**src/rtl/ycbcr_pkg.sv**
```systemverilog
//============================================================================
// ycbcr_pkg - shared coefficients, offsets and config encodings | rev 1.0
//============================================================================
`default_nettype none

package ycbcr_pkg;

  typedef logic signed [8:0] coef_t;

  // Rows: Y, Cb, Cr. Columns: R, G, B. Q0.8 fixed point.
  localparam coef_t COEF_601 [3][3] = '{
    '{ 9'sd66,   9'sd129,  9'sd25 },
    '{-9'sd38,  -9'sd74,   9'sd112},
    '{ 9'sd112, -9'sd94,  -9'sd18 }
  };
  localparam coef_t COEF_709 [3][3] = '{
    '{ 9'sd47,   9'sd157,  9'sd16 },
    '{-9'sd26,  -9'sd87,   9'sd112},
    '{ 9'sd112, -9'sd102, -9'sd10 }
  };

  localparam logic STD_601 = 1'b0;
  localparam logic STD_709 = 1'b1;
  localparam logic FMT_444 = 1'b0;
  localparam logic FMT_422 = 1'b1;

  localparam int Y_OFS8  = 16;
  localparam int C_OFS8  = 128;
  localparam int ROUND_K = 128;

  typedef struct packed {
    logic std;
    logic fmt;
  } cfg_t;

  localparam cfg_t CFG_RST = '{std: STD_601, fmt: FMT_444};

endpackage

`default_nettype wire

```
**src/rtl/ycbcr_matrix_stage.sv**
```systemverilog
//============================================================================
// ycbcr_matrix_stage - products (S1) and rounded row sums (S2) | rev 1.0
//============================================================================
`default_nettype none

module ycbcr_matrix_stage
  import ycbcr_pkg::*;
#(
  parameter int DW   = 8,
  parameter int ACCW = DW + 11
) (
  input  logic                   clk,
  input  logic                   rst,
  input  logic                   i_en,
  input  logic                   i_valid,
  input  logic                   i_sol,
  input  logic                   i_std,
  input  logic                   i_fmt,
  input  logic [DW-1:0]          i_r,
  input  logic [DW-1:0]          i_g,
  input  logic [DW-1:0]          i_b,
  output logic                   o_valid,
  output logic                   o_sol,
  output logic                   o_fmt,
  output logic signed [ACCW-1:0] o_sum_y,
  output logic signed [ACCW-1:0] o_sum_cb,
  output logic signed [ACCW-1:0] o_sum_cr
);

  localparam logic signed [ACCW-1:0] C_RND = ACCW'(ROUND_K);

  logic [DW-1:0]          w_pix  [3];
  logic signed [ACCW-1:0] w_prod [3][3];
  logic signed [ACCW-1:0] r_prod [3][3];
  logic signed [ACCW-1:0] r_sum  [3];
  logic                   r_s1_valid, r_s1_sol, r_s1_fmt;
  logic                   r_s2_valid, r_s2_sol, r_s2_fmt;

  assign w_pix = '{i_r, i_g, i_b};

  // Samples are unsigned, so they are zero-extended before the signed multiply.
  always_comb begin : p_products
    coef_t                  c;
    logic signed [ACCW-1:0] c_ext;
    logic signed [ACCW-1:0] s_ext;
    for (int k = 0; k < 3; k++) begin
      for (int j = 0; j < 3; j++) begin
        c            = (i_std == STD_709) ? COEF_709[k][j] : COEF_601[k][j];
        c_ext        = {{(ACCW-9){c[8]}}, c};
        s_ext        = {{(ACCW-DW){1'b0}}, w_pix[j]};
        w_prod[k][j] = c_ext * s_ext;
      end
    end
  end

  always_ff @(posedge clk or negedge rst) begin
    if (!rst) begin
      for (int k = 0; k < 3; k++) begin
        r_sum[k] <= '0;
        for (int j = 0; j < 3; j++) r_prod[k][j] <= '0;
      end
      r_s1_valid <= 1'b0;
      r_s1_sol   <= 1'b0;
      r_s1_fmt   <= 1'b0;
      r_s2_valid <= 1'b0;
      r_s2_sol   <= 1'b0;
      r_s2_fmt   <= 1'b0;
    end else if (i_en) begin
      for (int k = 0; k < 3; k++) begin
        r_sum[k] <= r_prod[k][0] + r_prod[k][1] + r_prod[k][2] + C_RND;
        for (int j = 0; j < 3; j++) r_prod[k][j] <= w_prod[k][j];
      end
      r_s1_valid <= i_valid;
      r_s1_sol   <= i_sol;
      r_s1_fmt   <= i_fmt;
      r_s2_valid <= r_s1_valid;
      r_s2_sol   <= r_s1_sol;
      r_s2_fmt   <= r_s1_fmt;
    end
  end

  assign o_valid  = r_s2_valid;
  assign o_sol    = r_s2_sol;
  assign o_fmt    = r_s2_fmt;
  assign o_sum_y  = r_sum[0];
  assign o_sum_cb = r_sum[1];
  assign o_sum_cr = r_sum[2];

endmodule

`default_nettype wire

```
**src/rtl/rgb_ycbcr_pipe.sv**
```systemverilog
//============================================================================
// rgb_ycbcr_pipe - 3-stage RGB->YCbCr converter, BT.601/709, 4:2:2 option | rev 1.0
//============================================================================
`default_nettype none

module rgb_ycbcr_pipe
  import ycbcr_pkg::*;
#(
  parameter int DW   = 8,
  parameter int ACCW = DW + 11
) (
  input  logic          clk,
  input  logic          rst,
  input  logic          in_valid,
  output logic          in_ready,
  input  logic          in_sol,
  input  logic [DW-1:0] in_r,
  input  logic [DW-1:0] in_g,
  input  logic [DW-1:0] in_b,
  input  logic          std_sel,
  input  logic          sub422_en,
  output logic          out_valid,
  input  logic          out_ready,
  output logic          out_sol,
  output logic [DW-1:0] out_y,
  output logic [DW-1:0] out_c0,
  output logic [DW-1:0] out_c1,
  output logic          out_cphase
);

  localparam logic [DW-1:0]          C_Y_OFS = DW'(Y_OFS8 << (DW-8));
  localparam logic [DW-1:0]          C_C_OFS = DW'(C_OFS8 << (DW-8));
  localparam logic signed [ACCW-1:0] C_MAXV  = {{(ACCW-DW){1'b0}}, {DW{1'b1}}};

  logic                   w_en, w_acc, w_px_sol;
  cfg_t                   r_cfg, w_cfg_px;
  logic                   w_s2_valid, w_s2_sol, w_s2_fmt;
  logic signed [ACCW-1:0] w_sum_y, w_sum_cb, w_sum_cr;
  logic [DW-1:0]          w_y, w_cb, w_cr, w_c0, w_c1, w_held_now;
  logic                   w_hs, w_phase_now, w_ph, w_cph;
  logic                   r_out_valid, r_out_sol, r_out_422, r_out_cphase;
  logic [DW-1:0]          r_out_y, r_out_c0, r_out_c1, r_cr_keep, r_held_cr;
  logic                   r_phase;

  function automatic logic [DW-1:0] f_finish(input logic signed [ACCW-1:0] sum,
                                             input logic [DW-1:0] ofs);
    logic signed [ACCW-1:0] v;
    v = (sum >>> 8) + $signed({{(ACCW-DW){1'b0}}, ofs});
    if (v[ACCW-1])      f_finish = '0;
    else if (v > C_MAXV) f_finish = '1;
    else                 f_finish = v[DW-1:0];
  endfunction

  assign w_en     = ~r_out_valid | out_ready;
  assign in_ready = w_en;
  assign w_acc    = in_valid & w_en;
  assign w_px_sol = in_valid & in_sol;
  assign w_cfg_px = w_px_sol ? cfg_t'({std_sel, sub422_en}) : r_cfg;

  always_ff @(posedge clk or negedge rst) begin
    if (!rst)                 r_cfg <= CFG_RST;
    else if (w_acc && in_sol) r_cfg <= w_cfg_px;
  end

  ycbcr_matrix_stage #(.DW(DW), .ACCW(ACCW)) u_matrix (
    .clk      (clk),
    .rst      (rst),
    .i_en     (w_en),
    .i_valid  (in_valid),
    .i_sol    (w_px_sol),
    .i_std    (w_cfg_px.std),
    .i_fmt    (w_cfg_px.fmt),
    .i_r      (in_r),
    .i_g      (in_g),
    .i_b      (in_b),
    .o_valid  (w_s2_valid),
    .o_sol    (w_s2_sol),
    .o_fmt    (w_s2_fmt),
    .o_sum_y  (w_sum_y),
    .o_sum_cb (w_sum_cb),
    .o_sum_cr (w_sum_cr)
  );

  assign w_y  = f_finish(w_sum_y,  C_Y_OFS);
  assign w_cb = f_finish(w_sum_cb, C_C_OFS);
  assign w_cr = f_finish(w_sum_cr, C_C_OFS);

  // The pixel entering S3 sees phase/held-Cr as they will be after this cycle's handshake.
  assign w_hs        = r_out_valid & out_ready;
  assign w_phase_now = (w_hs && r_out_422) ? ~r_out_cphase : r_phase;
  assign w_held_now  = (w_hs && r_out_422 && !r_out_cphase) ? r_cr_keep : r_held_cr;
  assign w_ph        = w_s2_sol ? 1'b0 : w_phase_now;

  always_comb begin
    w_c0  = w_cb;
    w_c1  = w_cr;
    w_cph = 1'b0;
    if (w_s2_fmt == FMT_422) begin
      w_c0  = w_ph ? w_held_now : w_cb;
      w_c1  = '0;
      w_cph = w_ph;
    end
  end

  always_ff @(posedge clk or negedge rst) begin
    if (!rst) begin
      r_out_valid  <= 1'b0;
      r_out_sol    <= 1'b0;
      r_out_422    <= 1'b0;
      r_out_cphase <= 1'b0;
      r_out_y      <= '0;
      r_out_c0     <= '0;
      r_out_c1     <= '0;
      r_cr_keep    <= '0;
      r_held_cr    <= '0;
      r_phase      <= 1'b0;
    end else begin
      if (w_en) begin
        r_out_valid  <= w_s2_valid;
        r_out_sol    <= w_s2_sol;
        r_out_422    <= (w_s2_fmt == FMT_422);
        r_out_cphase <= w_cph;
        r_out_y      <= w_y;
        r_out_c0     <= w_c0;
        r_out_c1     <= w_c1;
        r_cr_keep    <= w_cr;
      end
      r_phase   <= w_phase_now;
      r_held_cr <= w_held_now;
    end
  end

  assign out_valid  = r_out_valid;
  assign out_sol    = r_out_sol;
  assign out_y      = r_out_y;
  assign out_c0     = r_out_c0;
  assign out_c1     = r_out_c1;
  assign out_cphase = r_out_cphase;

endmodule

`default_nettype wire

```
**config.mk**
```make
export PLATFORM = sky130hd
export DESIGN_NAME = rgb_ycbcr_pipe
export DESIGN_NICKNAME = d
export VERILOG_FILES = /design/src/rtl/ycbcr_pkg.sv /design/src/rtl/ycbcr_matrix_stage.sv /design/src/rtl/rgb_ycbcr_pipe.sv
export SDC_FILE = /design/constraint.sdc
export NUM_CORES = 1
export LEC_CHECK = 0
export CORE_ASPECT_RATIO = 1.4
export CORE_MARGIN = 2
export CORE_UTILIZATION = 45
export DETAILED_ROUTE_END_ITERATION = 7
export GPL_TIMING_DRIVEN = 0
export HOLD_SLACK_MARGIN = 0.15
export SLEW_MARGIN = 15
export SYNTH_ARGS = -nofsm -noshare
export SYNTH_HDL_FRONTEND = slang
export SYNTH_SLANG_ARGS = --single-unit
```
**constraint.sdc**
```tcl
create_clock -name clk -period 6.57 [get_ports clk]
set_clock_uncertainty 0.1 [all_clocks]
set_input_delay 1.971 -clock clk [delete_from_list [all_inputs] [get_ports clk]]
set_output_delay 1.971 -clock clk [all_outputs]
set_load 0.01 [all_outputs]
```
==> run metrics, run 1 <==
DRT Pass-1 Iters=5; # clock sinks=217; Main synth FF type=dfrtp_1; RSZ-0062 raised after global routing=false; met2 Use GR=46.2%; HP Class=flip-flop to flip-flop; Die Wd=185 um; slowest CP cell=fa_1; Req. time, crit path=6.86 ns; GP Congestion=0.935; first-pass GRT wire length=91300 um; I/O pin cnt=59; Final ANT Viol Nets=0; met3 usage=2.12%; relative max-transition margin=21.1%; Post-Place Worst Slack=-2.46 ns; CP dominant cell by count=fa_1; number of synthesized register bits=217; Inst Count DP=2889; gr ovfl total=0; final hold viol count=0; clk slew on worst S/H paths=0.06 ns; max-slew violation count=0; Synth Instances=2195; # Max-Cap Violations=0; root buffer cell=clkbuf_16; cts hold-fix bufs=0; CTS buffer count=24; Setup crit start kind=input port; actual slew at the worst max-slew pin=1.18 ns; Vias=15700; # setup viols final=0; synth cell count leaders=382 x ha_1, 282 x inv_1, 279 x nand2_1; final worst setup slack=0.176 ns; Port Buffers=58; fmax=156 MHz; share of layout cells above drive strength 1=8.25%; Remaining DRCs=0; kind of cell adding the most delay to the critical path=adder cells; clk_lat worst skew=0.54 ns; Mapped Avg Cell Area=9.44 um2; Die ar.=47800 um2; Worst Path Arrival=6.68 ns; Initial Util=45.3%; WS Path Type=input port to flip-flop; sequential area share after synthesis=26.2%; fin crit period=6.39 ns; die height=258 um; Yosys top cell by area=dfrtp_1; worst-path cell chain=clkbuf_2, nand2_4, mux2i_4, clkbuf_16, clkbuf_16, nand2_2, fa_2, fa_1, inv_1, fa_1, inv_1, fa_1, inv_2, ha_4, or3_1, o211a_1, a41oi_2, nor2b_2, xor2_1, a21oi_1; WL/cell=19.8 um; hpwl dp=47100 um; CP peak stage delay=0.54 ns; H-tree levels=1; fraction of registers with async set/reset=100%; initial antenna violation count=3; status=complete, no violations; Max clock buf depth=3; number of synthesized flops with an enable pin=0; routed wire length=58700 um; Critical Path Fanout Max=9; CTS tree=built; Synth cell types=69; Detailed Route Iter0 Violations=749; largest net degree at the start of global routing=106; Yosys warning count=0; Synth area leaders=dfrtp_1 26%, ha_1 23%, fa_1 16%; Tcrit/Tclk final=97.3%; area added between synthesis and finish=14.3%; ANT cells=0; Rows=93; Vias/cell=5.31; core area=45700 um2; Worst setup EP type=flip-flop; most common cell in the netlist=ha_1; Total Nets Final=2902; GRT busiest layer=met2; Yosys top cell area share=26.2%; Buf+Inv Stages, Crit Path=6; met1 Usage GRT=29.9%; number of global-route vias before repair=16500; Netlist Area Pre-Place=20700 um2; Non-Filler Instances=2957; total track usage=25.2%
[metal layers]
layer,vias to the layer above,wire [um]
met1,7774,23600
met5,-,13
met2,319,30500
li1,7492,-
met3,121,1790
met4,2,2810
[sequential cells by signal, indices dropped and copies added (netlist names), 8 cells and up]
register and cells:
u_matrix.o_sum_cb 11, u_matrix.o_sum_y 11, out_y 8, r_cr_keep 8, u_matrix.o_sum_cr 11, out_c1 8
out_c0 8, u_matrix.r_prod 131, r_held_cr 8
[worst paths after layout]
path                            slack [ns]                    to  startpoint  cells past startpoint
worst max-delay path                  0.18   u_matrix.r_prod[89]    in_valid                     20
worst min-delay path                  0.36              out_y[6]    out_y[6]                      2
worst max register to register        1.47   u_matrix.r_prod[89]    r_cfg[1]                     18
worst min register to register        0.36              out_y[6]    out_y[6]                      2
max in group asynchronous             4.45  u_matrix.r_prod[165]         rst                      2
min in group asynchronous             1.15    u_matrix.r_prod[8]         rst                      1
[worst register-to-register path, stage by stage (launching register included)]
cell and delay, ns:
dfrtp_1 0.42, mux2_4 0.39, buf_16 0.22, nor2_4 0.16, inv_2 0.06, fa_2 0.48
fa_1 0.54, inv_1 0.05, fa_1 0.48, inv_1 0.05, fa_1 0.49, inv_2 0.05
ha_4 0.17, or3_1 0.34, o211a_1 0.25, a41oi_2 0.28, nor2b_2 0.20, xor2_1 0.15
a21oi_1 0.07
[layout make-up]
| cell class | instances | area, um2 |
|---|---|---|
| plain buffers | 61 | 332 |
| inverters | 283 | 1070 |
| clock inverters | 8 | 121 |
| repair buffers | 87 | 880 |
| multi-input cells | 1649 | 14400 |
| flip-flops and latches | 217 | 5430 |
| well taps | 617 | 772 |
| fillers | 4223 | 22100 |
| clock buffers | 35 | 693 |
[cells in the final DEF, fill, tap and decap left out, types with 6 or more instances in the layout]
cell type / count
fa_1: 164
dlymetal6s2s_1: 6
nand2b_1: 10
buf_1: 9
mux2_2: 14
inv_1: 270
clkdlybuf4s50_1: 46
a21oi_2: 13
a21o_1: 27
buf_4: 24
o21a_1: 7
a21oi_1: 127
nand4_1: 11
nor2b_1: 10
o21ai_0: 93
o31ai_1: 19
clkbuf_16: 28
ha_1: 377
and2_1: 7
o21ai_1: 8
xor2_1: 45
nand3_1: 28
conb_1: 19
nand2_1: 269
or2_2: 8
xnor2_1: 54
o21bai_1: 15
and3_1: 10
clkbuf_1: 49
inv_2: 12
a31oi_1: 7
dfrtp_1: 217
nor3_1: 29
nand2_2: 8
or3_1: 9
nor2_1: 165
[metrics by stage]
stage	util [%]	setup TNS [ns]	area (um2)	hold WS (ns)
floorplan	-	0	20800	0.330
global placement	48.5	-1381.28	22200	0.351
detailed placement	48.6	-120.32	22200	0.354
CTS	51.2	-0.00573	23400	0.369
global route	51.8	0	23700	0.390
finish	51.8	0	23700	0.363
[cells by family after synthesis]
logic type / count (synthesis) / synth area share, %
mux: 18 / 0.961
buf+inv: 346 / 6.28
simple gates: 586 / 12.0
flops: 217 / 26.2
xor+xnor: 103 / 4.36
other cells: 2 / 0.0363
fa+ha+maj: 548 / 39.1
compound gates: 375 / 11.0
[what timing repair did]
item	CTS	global route
endpoints found under the setup margin	75	29
pin swaps	21	31
setup buffers	13	13
gates cloned	0	1
gates resized for setup	75	61
Power of run 1 is not shown: default switching activity piles up to over one toggle a cycle in this logic, so the estimate is an artifact.
==> inputs of run 2 (changes only) <==
--- a/config.mk
+++ b/config.mk
@@ -8,6 +8,7 @@
 export CORE_ASPECT_RATIO = 1.4
 export CORE_MARGIN = 2
 export CORE_UTILIZATION = 45
+export CTS_CLUSTER_DIAMETER = 40
 export DETAILED_ROUTE_END_ITERATION = 7
 export GPL_TIMING_DRIVEN = 0
 export HOLD_SLACK_MARGIN = 0.15
==> constraint.sdc (replaced) <==
create_clock -name clk -period 7.1 [get_ports clk]
set_clock_uncertainty 0.1 [all_clocks]
set_input_delay 2.13 -clock clk [delete_from_list [all_inputs] [get_ports clk]]
set_output_delay 2.13 -clock clk [all_outputs]
set_load 0.01 [all_outputs]
==> run 2 against run 1 <==
Count of clock-buffer cells in the layout increased by 3. Wire length decreased by 0.89%. Utilization decreased by 0.27 points. Critical path type unchanged.
==> run metrics, run 2 (synthesis results as in run 1) <==
Req. time, crit path=7.42 ns (+0.56 ns); met2 wire length=30100 um (-1.0%); fin crit period=6.95 ns; share of layout cells above drive strength 1=6.22% (-2.0 points); largest register by flop count=u_matrix.r_prod; clk_lat worst skew=0.56 ns (+0.02 ns); # clock sinks=217 (unchanged); total track usage=24.9% (-0.23 points); Tcrit/Tclk final=97.9%; core area=45700 um2 (unchanged); DRT Pass-1 Iters=6 (+1); Hold Path End=out_y[7]; Total Nets Final=2889 (-0.45%); die height=258 um (unchanged); worst r2r src=r_cfg[1]; # setup viols final=0 (unchanged); worst-path cell chain=clkdlybuf4s50_1, inv_1, nor2_1, or2_2, ha_1, fa_1, fa_1, inv_1, fa_1, inv_1, ha_1, or3_1, o211a_1, a41oi_2, nor2b_2, xor2_1, a21oi_1; max reg flops=131 (unchanged); area added between synthesis and finish=13.7%; Buf+Inv Stages, Crit Path=4 (-2); Worst setup EP type=flip-flop; status=complete, no violations; H-tree levels=1 (unchanged); actual slew at the worst max-slew pin=1.09 ns (-0.0905 ns); clk slew on worst S/H paths=0.06 ns (about the same); number of global-route vias before repair=16300 (-0.75%); hpwl dp=47500 um (+0.64%); first-pass GRT wire length=89900 um (-1.5%); cts hold-fix bufs=0 (unchanged); Critical Path Fanout Max=6 (-3); slowest CP cell=clkdlybuf4s50_1; CTS buffer count=28 (+17%); Vias/cell=5.30 (-0.15%); most frequent cells in the layout=381 x ha_1, 280 x inv_1, 274 x nand2_1; TNS Setup=0 ns (unchanged); initial antenna violation count=0 (-3); Worst Path Arrival=7.28 ns (+0.60 ns); CP peak stage delay=0.68 ns (+0.14 ns); WS Path Type=input port to flip-flop; Max clock buf depth=3 (unchanged); gr ovfl total=0 (unchanged); Initial Util=45.3% (unchanged); relative max-transition margin=27.1% (+6.0 points); GP Congestion=0.911 (-2.5%); I/O pin cnt=59 (unchanged); WL/cell=19.7 um (-0.62%); kind of cell adding the most delay to the critical path=adder cells; final hold viol count=0 (unchanged); max-slew violation count=0 (unchanged); ANT cells=0 (unchanged); Port Buffers=58 (unchanged); fmax=144 MHz; routed wire length=58100 um (-0.89%); R2R setup slack=1.87 ns (+0.40 ns); RSZ-0062 raised after global routing=false; routed wire length on met3=2150 um (+20%); reg-to-reg endpoint=u_matrix.r_prod[89]; Detailed Route Iter0 Violations=739 (-1.3%); Worst Reg-to-Reg Cells=19 (+1); most common cell after layout, fill and taps aside=ha_1; Vias=15600 (-0.42%); Setup crit start kind=input port; Remaining DRCs=0 (unchanged); CTS tree=built; Rows=93 (unchanged); top layer used by detailed routing=met4; largest net degree at the start of global routing=106 (unchanged); Final ANT Viol Nets=0 (unchanged); HP Class=flip-flop to flip-flop; # Max-Cap Violations=0 (unchanged); Hold Path Cell Cnt=2 (unchanged); Met1 Wirelength=22400 um (-5.0%); hold path start=out_y[7]; Die ar.=47800 um2 (unchanged); Die Wd=185 um (unchanged); root buffer cell=clkbuf_16
-- run 2: cell count changes in the layout (fill, tap and decap cells not counted), sizes merged --
cell / previous run / this run
bufinv: 3 / 4
buf: 44 / 25
clkdlybuf4s50: 46 / 55
dlymetal6s2s: 6 / 1
clkdlybuf4s15: 1 / 0
inv: 283 / 289
clkbuf: 85 / 87
clkinvlp: 2 / 1
-- run 2: final cells by class --
type / instances / area [um2]
Buffer: 63 / 325
Clock buffer: 38 / 800
Clock inverter: 14 / 205
Fill cell: 4295 / 22200
Inverter: 283 / 1060
Multi-Input combinational cell: 1649 / 14300
Sequential cell: 217 / 5430
Tap cell: 617 / 772
Timing Repair Buffer: 68 / 706
-- run 2: worst max path at each step --
stage / to / cells after the start / slack [ns] / startpoint
5_1_grt: u_matrix.r_prod[110] / 18 / 0.004 / std_sel
6_report: u_matrix.r_prod[89] / 17 / 0.15 / in_g[4]
3_3_place_gp: u_matrix.r_prod[168] / 1 / -5.43 / rst
2_1_floorplan: u_matrix.r_prod[15] / 21 / 0.11 / in_sol
3_5_place_dp: u_matrix.r_prod[146] / 24 / -2.53 / in_valid
4_1_cts: u_matrix.r_prod[15] / 22 / 0.009 / in_sol
-- run 2: timing repair --
action / CTS / global route
gates cloned: 0 / 1
pin swaps: 6 / 16
setup buffers: 3 / 4
gates resized for setup: 68 / 22
endpoints found under the setup margin: 73 / 22
-- run 2: metal layers --
metal  up-vias  track usage, %
met3       124            1.99
met1      7688            29.1
li1       7493               -
met4         0            13.1
met2       337            45.2
met5         -               0
-- run 2: tightest hold or removal path, cell delays in order (launching register included) --
cell and delay [ns]:
dfrtp_1 0.34, nand2_1 0.05, nand2_1 0.04
-- run 2: metrics by stage --
step	hold slack (ns)	std cells	instance area, um2	worst slack [ns]	util (%)
after floorplan	0.330	2212	20800	0.112	-
after global placement	0.344	2887	22100	-5.43	48.4
after detailed placement	0.355	2889	22200	-2.53	48.5
after CTS	0.367	2944	23400	0.00884	51.2
after global routing	0.392	2949	23600	0.00442	51.5
final	0.359	2949	23600	0.147	51.5
Power of run 2 is left out for the same reason.
==> inputs of run 3 (changes only) <==
--- a/config.mk
+++ b/config.mk
@@ -5,6 +5,7 @@
 export SDC_FILE = /design/constraint.sdc
 export NUM_CORES = 1
 export LEC_CHECK = 0
+export ABC_AREA = 1
 export CORE_ASPECT_RATIO = 1.4
 export CORE_MARGIN = 2
 export CORE_UTILIZATION = 45
==> constraint.sdc (replaced) <==
create_clock -name clk -period 7.5 [get_ports clk]
set_clock_uncertainty 0.1 [all_clocks]
set_input_delay 2.25 -clock clk [delete_from_list [all_inputs] [get_ports clk]]
set_output_delay 2.25 -clock clk [all_outputs]
set_load 0.01 [all_outputs]
==> run 3 against run 2 <==
Sequential cell count unchanged. Non-clock buffer count fell by 16. Critical endpoint is now u_matrix.r_prod[88]. Critical path type unchanged. Final area grew 5.1%. Highest routed layer unchanged. Worst hold slack better by 0.00086 ns. Synthesized cell count grew 26%. Die area is 7.7% higher. Sequential share of layout area fell by 1.1 points. Utilization fell by 0.98 points.
==> run metrics, run 3 <==
# setup viols final=0 (unchanged); CTS tree=built; largest register by flop count=u_matrix.r_prod; Detailed Route Iter0 Violations=1118 (+51%); Non-Filler Instances=3525 (+20%); number of synthesized register bits=217 (unchanged); final hold viol count=0 (unchanged); WS Path Type=input port to flip-flop; WL/cell=18.8 um (-4.5%); Mapped Avg Cell Area=8.10 um2 (-14%); DRT Pass-1 Iters=7 (+1); Remaining DRCs=0 (unchanged); Initial Util=45.6% (+0.27 points); routed wire length=66400 um (+14%); Vias=18400 (+18%); initial antenna violation count=1 (+1); Worst setup EP type=flip-flop; clk_lat worst skew=0.58 ns (+0.02 ns); # Max-Cap Violations=0 (unchanged); GP Congestion=0.977 (+7.2%); Worst Path Arrival=7.59 ns (+0.31 ns); RSZ-0062 raised after global routing=false; Max clock buf depth=3 (unchanged); actual slew at the worst max-slew pin=1.13 ns (+0.0370 ns); status=complete, no violations; Synth area leaders=dfrtp_1 24%, ha_1 21%, fa_1 15%; die height=268 um (+3.8%); synth cell count leaders=711 x nand2_1, 426 x inv_1, 382 x ha_1; Rows=96 (+3.2%); Die Wd=192 um (+3.7%); Worst Reg-to-Reg Cells=19 (unchanged); number of global-route vias before repair=18700 (+14%); total track usage=26.5% (+1.6 points); Vias/cell=5.23 (-1.3%); H-tree levels=1 (unchanged); Port Buffers=58 (unchanged); Setup crit start kind=input port; max reg flops=131 (unchanged); Inst Count DP=3471 (+20%); max-slew violation count=0 (unchanged); number of synthesized flops with an enable pin=0 (unchanged); first-pass GRT wire length=103000 um (+15%); most frequent cells in the layout=711 x nand2_1, 426 x inv_1, 382 x ha_1; Hold Path Cell Cnt=2 (unchanged); share of layout cells above drive strength 1=4.92% (-1.3 points); Synth Instances=2757 (+26%); CTS buffer count=28 (unchanged); Total Nets Final=3445 (+19%); Req. time, crit path=7.83 ns (+0.41 ns); cts hold-fix bufs=0 (unchanged); fin crit period=7.26 ns; Yosys top cell area share=24.3% (-1.9 points); area added between synthesis and finish=10.9%; Final ANT Viol Nets=0 (unchanged); Critical Path Fanout Max=10 (+4); fraction of registers with async set/reset=100% (unchanged); most common cell in the netlist=nand2_1; I/O pin cnt=59 (unchanged); relative max-transition margin=24.7% (-2.5 points); HP Class=flip-flop to flip-flop; gr ovfl total=0 (unchanged); Final Util=50.5% (-0.98 points); Main synth FF type=dfrtp_1; clk slew on worst S/H paths=0.07 ns (about the same); Yosys warning count=0 (unchanged); most common cell after layout, fill and taps aside=nand2_1; root buffer cell=clkbuf_16; fmax=138 MHz; Netlist Area Pre-Place=22300 um2 (+7.8%); largest net degree at the start of global routing=97 (-8.5%); Die ar.=51400 um2 (+7.7%); sequential area share after synthesis=24.3% (-1.9 points); core area=49000 um2 (+7.2%); hpwl dp=55400 um (+17%); Yosys top cell by area=dfrtp_1; Synth cell types=47 (-32%); layout filler cell count=4857 (+13%); # clock sinks=217 (unchanged); ANT cells=0 (unchanged); Tcrit/Tclk final=96.8%
==> run 3: cell types whose count changed after synthesis, sizes merged, moves of 12 or more <==
cell,before,now
nand2,279,717
inv,283,430
xnor2,55,21
or2,10,23
o31ai,20,5
mux2,15,0
nor2b,13,0
o21ai,107,164
a21o,27,15
buf,15,34
xor2,48,19
nand3,28,147
clkbuf,48,19
==> run 3: final cells by class <==
class / instances / area [um2] / share of cell area [%]
clock inverters: 23 / 203 / 0.819
multi-input cells: 2072 / 15100 / 61.0
plain buffers: 53 / 256 / 1.04
well taps: 637 / 797 / 3.22
clock buffers: 29 / 704 / 2.84
inverters: 432 / 1620 / 6.55
repair buffers: 62 / 656 / 2.65
flip-flops and latches: 217 / 5430 / 21.9
==> run 3: cells by family after synthesis <==
logic type,Yosys count,share of synthesized area [%]
simple gates,1107,20.6
flops,217,24.3
buf+inv,485,8.39
xor+xnor,40,1.57
compound gates,358,8.81
other cells,2,0.0336
fa+ha+maj,548,36.3
==> run 3: repair_timing <==
| item | in CTS | in global routing |
|---|---|---|
| pin swaps | 0 | 1 |
| buffers inserted | 0 | 2 |
| resized for setup | 1 | 2 |
| endpoints found under the setup margin | 1 | 3 |
==> run 3: metal layers <==
metal / vias to the layer above / wire length (um) / GRT usage [%]
met5: - / 0 / 0
met4: 0 / 3700 / 13.2
met3: 143 / 2440 / 2.39
met2: 432 / 33000 / 47.4
met1: 8809 / 27200 / 31.7
li1: 9065 / - / -
==> run 3: final timing paths <==
path	from	end	slack (ns)
max in group asynchronous	rst	u_matrix.r_prod[168]	4.90
worst max-delay path	in_valid	u_matrix.r_prod[88]	0.24
worst min-delay path	u_matrix.o_valid	out_valid	0.36
min in group asynchronous	rst	u_matrix.r_prod[17]	1.51
worst max register to register	r_cfg[1]	u_matrix.r_prod[88]	2.17
worst min register to register	u_matrix.o_valid	out_valid	0.36
==> run 3: metrics by stage <==
stage	setup WS, ns	cell area [um2]	hold WS (ns)	TNS (ns)
floorplan	1.04	22400	0.320	0
global route	0.0172	24800	0.391	0
global placement	-5.25	23800	0.331	-1141.18
finish	0.241	24800	0.359	0
detailed placement	-0.610	23800	0.336	-8.74
CTS	0.147	24700	0.356	0
==> run 3: worst max-delay path, stage by stage <==
cell             delay [ns]
clkdlybuf4s50_1        0.44
nand2_1                0.13
inv_2                  0.08
o21ai_4                0.40
inv_2                  0.19
buf_6                  0.22
nor2_2                 0.23
inv_2                  0.08
fa_1                   0.54
fa_1                   0.51
inv_1                  0.05
fa_1                   0.47
inv_1                  0.06
fa_1                   0.53
inv_1                  0.04
ha_1                   0.36
a21oi_1                0.15
nand2_1                0.10
nand4_1                0.09
nand2_1                0.12
xnor2_1                0.40
o21ai_0                0.13
Power of run 3 is left out for the same reason.
